==> config.mk <==
export PLATFORM = sky130hd
export DESIGN_NAME = serial_subtractor
export DESIGN_NICKNAME = d
export VERILOG_FILES = /design/src/rtl/serial_subtractor.sv
export SDC_FILE = /design/constraint.sdc
export NUM_CORES = 1
export LEC_CHECK = 0
export CAP_MARGIN = 20
export CORE_ASPECT_RATIO = 1.25
export CORE_MARGIN = 2
export CORE_UTILIZATION = 56
export DETAILED_ROUTE_END_ITERATION = 10
export PLACE_DENSITY_LB_ADDON = 0.3
export SLEW_MARGIN = 10
export SYNTH_ARGS = -nofsm -noshare
export SYNTH_HDL_FRONTEND = slang
export SYNTH_SLANG_ARGS = --single-unit
==> constraint.sdc <==
create_clock -name clk -period 1.81 [get_ports clk]
set_input_delay 0.543 -clock clk [delete_from_list [all_inputs] [get_ports clk]]
set_output_delay 0.543 -clock clk [all_outputs]
set_load 0.01 [all_outputs]
==> src/rtl/serial_subtractor.sv <==
// Bit-serial unsigned subtractor: difference = a - b, one bit per clock, LSB first.
// Two cascaded half-subtractor stages feed a single registered borrow.
module serial_subtractor #(
  parameter int WIDTH = 8
) (
  input  logic             clk,
  input  logic             rst,
  input  logic             start,
  input  logic [WIDTH-1:0] a,
  input  logic [WIDTH-1:0] b,
  output logic [WIDTH-1:0] difference,
  output logic             borrow,
  output logic             busy,
  output logic             done
);

  localparam int CW = $clog2(WIDTH + 1);
  localparam logic [CW-1:0] LAST_BIT = CW'(WIDTH - 1);

  typedef enum logic [1:0] {IDLE, RUN, DONE} state_t;

  state_t           state_q;
  logic [WIDTH-1:0] sa_q, sb_q, sr_q, diff_q;
  logic [CW-1:0]    cnt_q;
  logic             bf_q, borrow_q, busy_q, done_q;

  logic             d1, b1, d, b2, borrow_d;
  logic [WIDTH-1:0] sr_d;

  // Stage 1 subtracts the operand bits, stage 2 subtracts the stored borrow.
  always_comb begin
    d1       = sa_q[0] ^ sb_q[0];
    b1       = ~sa_q[0] & sb_q[0];
    d        = d1 ^ bf_q;
    b2       = ~d1 & bf_q;
    borrow_d = b1 | b2;
    // Shift expression rather than a part-select so WIDTH=1 stays legal.
    sr_d     = (sr_q >> 1) | (WIDTH'(d) << (WIDTH - 1));
  end

  // NOTE: all state uses non-blocking assignments so every register samples
  // pre-edge values; the shift registers are cleared on reset as well since
  // they are a handful of flops, not a memory array.
  always_ff @(posedge clk) begin
    if (rst) begin
      state_q  <= IDLE;
      sa_q     <= '0;
      sb_q     <= '0;
      sr_q     <= '0;
      diff_q   <= '0;
      cnt_q    <= '0;
      bf_q     <= 1'b0;
      borrow_q <= 1'b0;
      busy_q   <= 1'b0;
      done_q   <= 1'b0;
    end else begin
      case (state_q)
        IDLE: begin
          done_q <= 1'b0;
          if (start) begin
            sa_q    <= a;
            sb_q    <= b;
            bf_q    <= 1'b0;
            cnt_q   <= '0;
            busy_q  <= 1'b1;
            state_q <= RUN;
          end
        end
        RUN: begin
          bf_q  <= borrow_d;
          sr_q  <= sr_d;
          sa_q  <= sa_q >> 1;
          sb_q  <= sb_q >> 1;
          cnt_q <= cnt_q + CW'(1);
          if (cnt_q == LAST_BIT) begin
            diff_q   <= sr_d;
            borrow_q <= borrow_d;
            done_q   <= 1'b1;
            state_q  <= DONE;
          end
        end
        DONE: begin
          done_q  <= 1'b0;
          busy_q  <= 1'b0;
          state_q <= IDLE;
        end
        default: state_q <= IDLE;
      endcase
    end
  end

  assign difference = diff_q;
  assign borrow     = borrow_q;
  assign busy       = busy_q;
  assign done       = done_q;

endmodule

# Yosys cells after proc, flatten, opt, wreduce, memory -nomap -nowiden
# Index checks and enable logic that the tools add are counted.
[totals] ff_bits=42 in_bits=19 out_inout_bits=11 elab_cells=49
[op_classes] add_sub_neg=1 eq_ne=5 muxes=15 bitwise=8 n_reduce_logical=10
[op_table] operator="8-bit case mux with 2 select lines" n=2
[op_table] operator="8-bit 2-to-1 mux" n=2
[op_table] operator="2-bit AND reduction" n=5
[op_table] operator="7-bit by 8-bit bitwise OR with 8-bit output" n=1
[op_table] operator="4-bit case mux with 2 select lines" n=1
[op_table] operator="1-bit case mux with 2 select lines" n=3
[op_table] operator="2-bit nonzero test" n=3
[op_table] operator="4-bit by 1-bit adder with 4-bit output, second input constant" n=1
[op_table] operator="4-bit by 3-bit == test with 1-bit output, second input constant" n=1
[op_table] operator="2-bit 2-to-1 mux" n=2
[op_table] operator="4-bit 2-to-1 mux" n=1
[op_table] operator="2-bit != test, second input constant" n=2
[op_table] operator="2-bit case mux with 2 select lines" n=1
[op_table] operator="1-bit 2-to-1 mux" n=3
[op_table] operator="1-bit bitwise AND" n=2
[op_table] operator="2-bit by 1-bit == test with 1-bit output, second input constant" n=1
[op_table] operator="2-bit == test, second input constant" n=1
[op_table] operator="2-bit zero test" n=1
[op_table] operator="1-bit NOT" n=2
[op_table] operator="2-bit OR reduction" n=1
[op_table] operator="1-bit XOR" n=2
[op_table] operator="1-bit bitwise OR" n=1

# Logic depth before layout (Yosys ltp)
[depth] word_depth=5 ltp_mapped=5 mapped_depth_nobuf=4

# Worst setup path after synthesis
# No wires, ideal clock.
[synth_timing] path_type="input to register" from="input port start" to="register sa_q[2]" setup_ns=0.145 t_arrival_ns=1.178 required_ns=1.665 path_slack_ns=0.487 cell_stages=5 n_path_buf=2 path_cell_list="buf_2 o21ba_4 buf_6 nor2_1 a211oi_2"
[synth_via] elab_chain_cells=2
[synth_rtl] element="start: declaration" line_no="8" source="input logic start,"
[synth_rtl] element="2-bit != test (no source line)"
[synth_rtl] element="2-bit AND reduction (no source line)"
[synth_rtl] element="end signal: assignment" line_no="72" source="sa_q <= sa_q >> 1;"
[synth_rtl] element="end: declaration" line_no="23" source="logic [WIDTH-1:0] sa_q, sb_q, sr_q, diff_q;"
# No other way between the ends.
# A chain may end at the register's enable or synchronous reset.

# Worst setup path after layout
[layout_timing] from="register borrow_q (netlist: borrow)" to="output port borrow"
[layout_rtl] element="start: declaration" line_no="25" source="logic bf_q, borrow_q, busy_q, done_q;"
[layout_rtl] element="start signal: assignment" line_no="77" source="borrow_q <= borrow_d;"
[layout_rtl] element="end: declaration" line_no="12" source="output logic borrow,"
# No word-level cell between the ends.

==> flow_metrics.env <==
export IMPL_globalRouteMet2Util_pct=42.3
export IMPL_mappedNetlistNets=229
export IMPL_crit_slowest_cell="clkdlybuf4s50_1"
export IMPL_ctsResizeCount=0
export IMPL_insertion_delay_ns=0.30
export IMPL_finalWeightedCongestion=0.767
export IMPL_p_total_mw=1.79
export IMPL_yosysUniqueCellTypes=35
export IMPL_worstHoldEndpoint="sr_q[1]$_SDFFE_PP0P_"
export IMPL_cts_setup_buffers=0
export IMPL_crit_cells=1
export IMPL_cp_max_fo=2
export IMPL_yosysMostFrequentCell="dfxtp_1"
export IMPL_grt_pass1_wl_mm=6.56
export IMPL_vias=1572
export IMPL_leakage_nw=0.811
export IMPL_grt_util_all_layers_pct=22.3
export IMPL_antenna_found_initial=0
export IMPL_rsz0062_at_grt="false"
export IMPL_cts_tree="built"
export IMPL_yosysTopAreaCellShare_pct=44.1
export IMPL_chipHeight_um=68.5
export IMPL_dp_hpwl_mm=2.82
export IMPL_worst_pin_slew_ns=0.552
export IMPL_ctsHoldBuffers=0
export IMPL_critical_path_class="flop to output pin"
export IMPL_grt_busiest_layer="met2"
export IMPL_finalHoldWorstSlack_ns=0.464
export IMPL_final_layout_size_suffix_gt1_share_pct=14.8
export IMPL_syn_area_um2=1860
export IMPL_setup_viol=0
export IMPL_ys_top_cells_by_count="dfxtp_1 (41), nor2_1 (28), a21oi_1 (24)"
export IMPL_synth_top_cell_by_area="dfxtp_1"
export IMPL_n_fill_cell=260
export IMPL_netlist_instances=208
export IMPL_slew_viol_final=0
export IMPL_die_area_um2=3800
export IMPL_drt_iter0_drc=49
export IMPL_grt_overflow_total=0
export IMPL_cap_viol_max_count=0
export IMPL_start_kind="flop"
export IMPL_grt_max_degree=18
export IMPL_antenna_cells=0
export IMPL_crit_path_end_kind="output pin"
export IMPL_wl_per_cell_um=14.1
export IMPL_met1_usage_pct=22.5
export IMPL_start_util_pct=58.3
export IMPL_area_growth_pct=20.7
export IMPL_crit_arrival_ns=1.18
export IMPL_r2r_setup_slack_ns=0.28
export IMPL_min_from="sr_q[1]$_SDFFE_PP0P_"
export IMPL_hold_viol=0
export IMPL_htree_levels=2
export IMPL_max_clock_path_buffers=2
export IMPL_port_buffers=29
export IMPL_final_nets=257
export IMPL_cts_sinks=41
export IMPL_cts_buffers=5
export IMPL_max_freq_ghz=0.579
export IMPL_totalWireLength_mm=3.86
export IMPL_syn_area_per_cell_um2=8.95
export IMPL_timing_final_crit_share_pct=95.4
export IMPL_r2r_start="state_q[1]$_SDFFE_PP0P_"
export IMPL_vdd_drop_max_v=0.000766
export IMPL_firstDrtPassIters=4
export IMPL_ys_flop_type="dfxtp_1"
export IMPL_tns_ns=0
export IMPL_synth_edf_count=0
export IMPL_slowest_delay_ns=0.55
export IMPL_coreArea_um2=3190
export IMPL_clk_pin_slew_worst_paths_ns=0.08
export IMPL_relSlewSlack_pct=63.1
export IMPL_io_pins=30
export IMPL_r2r_cells=4
export IMPL_r2r_end="difference[0]$_SDFFE_PP0P_"
export IMPL_min_period_ns=1.73
export IMPL_crit_buf_inv=1
export IMPL_fp_dieW_um=55.6
export IMPL_rows=23
export IMPL_crit_chain="clkdlybuf4s50_1"
export IMPL_synth_warnings=0
export IMPL_synth_seq_cells=41
export IMPL_status="completed"
export IMPL_hp_class="flop to flop"
export IMPL_p_per_area_nw_per_um2=796
export IMPL_yosysSeqAreaShare_pct=44.1
export IMPL_clockRootBuffer="clkbuf_8"
export IMPL_cp_top_family="buffers and inverters"
export IMPL_drc=0
export IMPL_synth_area_top_cells="dfxtp_1 (44%), a211oi_2 (6.7%), a21oi_1 (6.5%), nor2_1 (5.6%), o2bb2ai_1 (4.2%)"
export IMPL_fin_skew_ns=0.00450
export IMPL_via_per_inst=5.74
export IMPL_min_delay_path_depth=2
export IMPL_async_reset_ff_share_pct=0
export IMPL_crit_required_ns=1.27
export IMPL_ant_nets=0
export IMPL_met3_usage_pct=5.67
export IMPL_grt_pass1_vias=1559
## sequential cells by signal, indices dropped and copies added (netlist names)
signal,cells
sr_q,7
sb_q,8
sa_q,8
done,1
busy,1
bf_q,1
state_q,2
cnt_q,4
difference,8
borrow,1
## power by group
group          internal (mW)  leakage (nW)  switching, mW
Clock                  0.267        0.0450          0.305
Combinational          0.122         0.431          0.125
Sequential             0.942         0.335         0.0278
Total                   1.33         0.811          0.458
## per-layer routing
layer | part of all wire (%) | wire length [µm]
met5 | 0 | 0
met4 | 2.5 | 97
met3 | 5.0 | 192
met2 | 53 | 2050
met1 | 39 | 1520
## worst max path at each step
stage | endpoint | slack [ns] | from
after global placement | sa_q[7]$_SDFFE_PP0P_ | 0.06 | start
after CTS | borrow | 0.07 | borrow$_SDFFE_PP0P_
final | borrow | 0.08 | borrow$_SDFFE_PP0P_
after detailed placement | sa_q[7]$_SDFFE_PP0P_ | 0.01 | start
after global routing | difference[2] | 0.05 | difference[2]$_SDFFE_PP0P_
after floorplan | sa_q[2]$_SDFFE_PP0P_ | 0.49 | start
## per-stage QoR
| step | instances | instance area [µm²] | setup WS (ns) | util (%) |
|---|---|---|---|---|
| 3_5_place_dp | 266 | 2160 | 0.0114 | 67.8 |
| 4_1_cts | 274 | 2250 | 0.0703 | 70.3 |
| 2_1_floorplan | 208 | 1860 | 0.487 | - |
| 5_1_grt | 274 | 2250 | 0.0475 | 70.3 |
| 6_report | 274 | 2250 | 0.0835 | 70.3 |
| 3_3_place_gp | 266 | 2160 | 0.0630 | 67.8 |
## layout make-up
type                       instances  area, µm²  area share (%)
clock buffer                       6       72.6            3.23
clock inverter                     2       10.0           0.445
inverter                           8       30.0            1.34
multi-input combinational        140        895            39.8
sequential                        41        821            36.5
tap                               37       46.3            2.06
timing repair buffer              40        373            16.6
## logic make-up after synthesis
| family | after synthesis | synth area share, % |
|---|---|---|
| buffers and inverters | 27 | 7.86 |
| AOI/OAI and AO/OA | 70 | 30.2 |
| adders and majority gates | 2 | 1.75 |
| DFF | 41 | 44.1 |
| and+or+nand+nor | 68 | 16.1 |
## placed cells by master (no fill, tap or decap), types with 2 or more instances in the layout
master            n
nand2b_1          2
clkinv_2          2
clkbuf_8          5
clkdlybuf4s50_1  29
o31ai_1           8
a221oi_2          2
o221a_1           2
a211oi_2         10
nor2b_1           3
nor2_1           28
nand2_1          20
o2bb2ai_1         9
buf_4            11
dfxtp_1          41
a211oi_1          3
nand3_1          10
o22ai_1           4
inv_1             7
a21oi_1          24
Note: power is estimated with default switching activity, not from simulation.
==> patch (same flow settings) <==
Make the reset (`rst`) asynchronous in one clocked block.
--- a/src/rtl/serial_subtractor.sv
+++ b/src/rtl/serial_subtractor.sv
@@ -43,3 +43,3 @@
   // they are a handful of flops, not a memory array.
-  always_ff @(posedge clk) begin
+  always_ff @(posedge clk or posedge rst) begin
     if (rst) begin
Check against the original RTL: differs if rst is asserted again (counterexample within 4 cycles, from zero or initial values and one cycle with rst high); with rst held inactive, the same outputs for 10 cycles.
==> patch against the original RTL <==
Via count shrank 18%. Wire length shrank 11%. First-iteration DRC count shrank 16%. Setup slack gained 95 ps. Global-route usage is essentially flat. Cell area shrank 1.4%. Synthesized area shrank 4.4%. Sequential cell count is the same.
Power is not compared: it rests on default switching activity, and its combinational part moved more than twofold at a synthesized area within 25%.
==> patch: results (changes against the original RTL) <==
The tools report the net count of the mapped netlist as 175 (-24%). Worst hold margin: 490 ps (+26.5 ps). The area share of buffers outside the clock network works out to 17.6% (+1.0 points). In this design, the largest share of critical-path delay is due to simple AND/OR/NAND/NOR gates. The cell at the root of the clock tree is sky130_fd_sc_hd__clkbuf_4. The non-clock buffer instance count of the final layout works out to 38 (-5.0%). For the number of nets in the final layout, the log shows 210 (-18%). The dominant register cell in the synthesized netlist was sky130_fd_sc_hd__dfrtp_1. The critical-path maximum fanout is 10 (+8), and the inverter count of the layout excluding clock inverters is 6 (-2). The slew at the pin closest to its max-slew limit was 496 ps (-55.8 ps); the via count normalized by instance count was 5.69 (-0.82%).

Sorting the synthesized cells by area gives the leading types as sky130_fd_sc_hd__dfrtp_1 (58%), sky130_fd_sc_hd__mux2_2 (5.1%), sky130_fd_sc_hd__mux2_1 (4.4%). The run gives 42 (+24) as the pin count of the biggest net entering global routing. The clock transition at the registers of the reported paths was 120 ps (+40 ps). For hold timing, the worst endpoint is sa_q[1]. The share of flip-flops with an asynchronous set or reset after synthesis came out at 100% (+100 points).

For the met1 usage, the log shows 23.8% (+1.3 points). Met3 usage: 4.48% (-1.2 points). The final-layout clock-cell area share works out to 3.16% (-0.51 points).

The placed wire-length estimate after detailed placement was 2390 um (-15%). The post-route clock skew is 6.82 ps (+2.32 ps), and the via count of the first global-routing pass is 1372 (-12%). The run gives 3420 um (-11%) as the total detailed-routing wirelength. The tools report the worst min-delay path startpoint as sa_q[1]. The flow ran to the end, and the final reports show no timing, DRC or antenna violations. The logs give 216 (-17%) for the number of inserted filler cells in the final layout and 57.7% (+14 points) for the proportion of synthesized chip area in sequential cells.
## patch: cell types whose count changed after synthesis, sizes merged, moves of 13 or more
cell / unedited run / this run
mux2: 0 / 15
a211oi: 13 / 0
a21oi: 24 / 3
dfrtp: 0 / 41
dfxtp: 41 / 0
nor2: 28 / 3
o21ai: 0 / 17
## patch: logic make-up after synthesis
kind of cell	share of synthesized area, %
flip-flops	57.7
buffers and inverters	5.20
AO/OA/AOI/OAI	13.4
AND/OR/NAND/NOR	11.8
adder cells (fa/ha/maj)	1.83
multiplexers	10.1
## patch: power breakdown
part | switching (mW) | internal [mW]
clock network | 0.287 | 0.225
registers | 0.248 | 1.31
logic | 0.681 | 0.726
total | 1.22 | 2.27
## patch: worst max-delay path by stage
stage | end | from | cells after the start | slack (ps)
after floorplan | bf_q | rst | 1 | 320
after global placement | sb_q[5] | start | 5 | 150
after detailed placement | sb_q[2] | start | 5 | 70
after CTS | done | done | 1 | 2
after global routing | difference[6] | cnt_q[0] | 4 | 90
final | difference[6] | cnt_q[0] | 4 | 180
## patch: metrics by stage
| step | instances | total power, mW | instance area, um2 |
|---|---|---|---|
| global placement | 218 | 2.92 | 2120 |
| CTS | 226 | 3.53 | 2190 |
| global route | 226 | 3.73 | 2210 |
| detailed placement | 218 | 3.04 | 2120 |
| finish | 226 | 3.48 | 2210 |
| floorplan | 154 | 2.53 | 1780 |
## patch: routing by layer
layer	part of all wire, %	wire, um	up-vias
met2	54	1860	32
met3	3.9	132	7
met4	2.1	72	0
li1	-	-	605
met1	40	1360	642
met5	0	0	-
## patch: tightest hold or removal path, delay by kind of cell (launching register included)
family,cells,cell delay [ps]
DFF,1,360
AOI/OAI and AO/OA,1,60
and+or+nand+nor,1,50
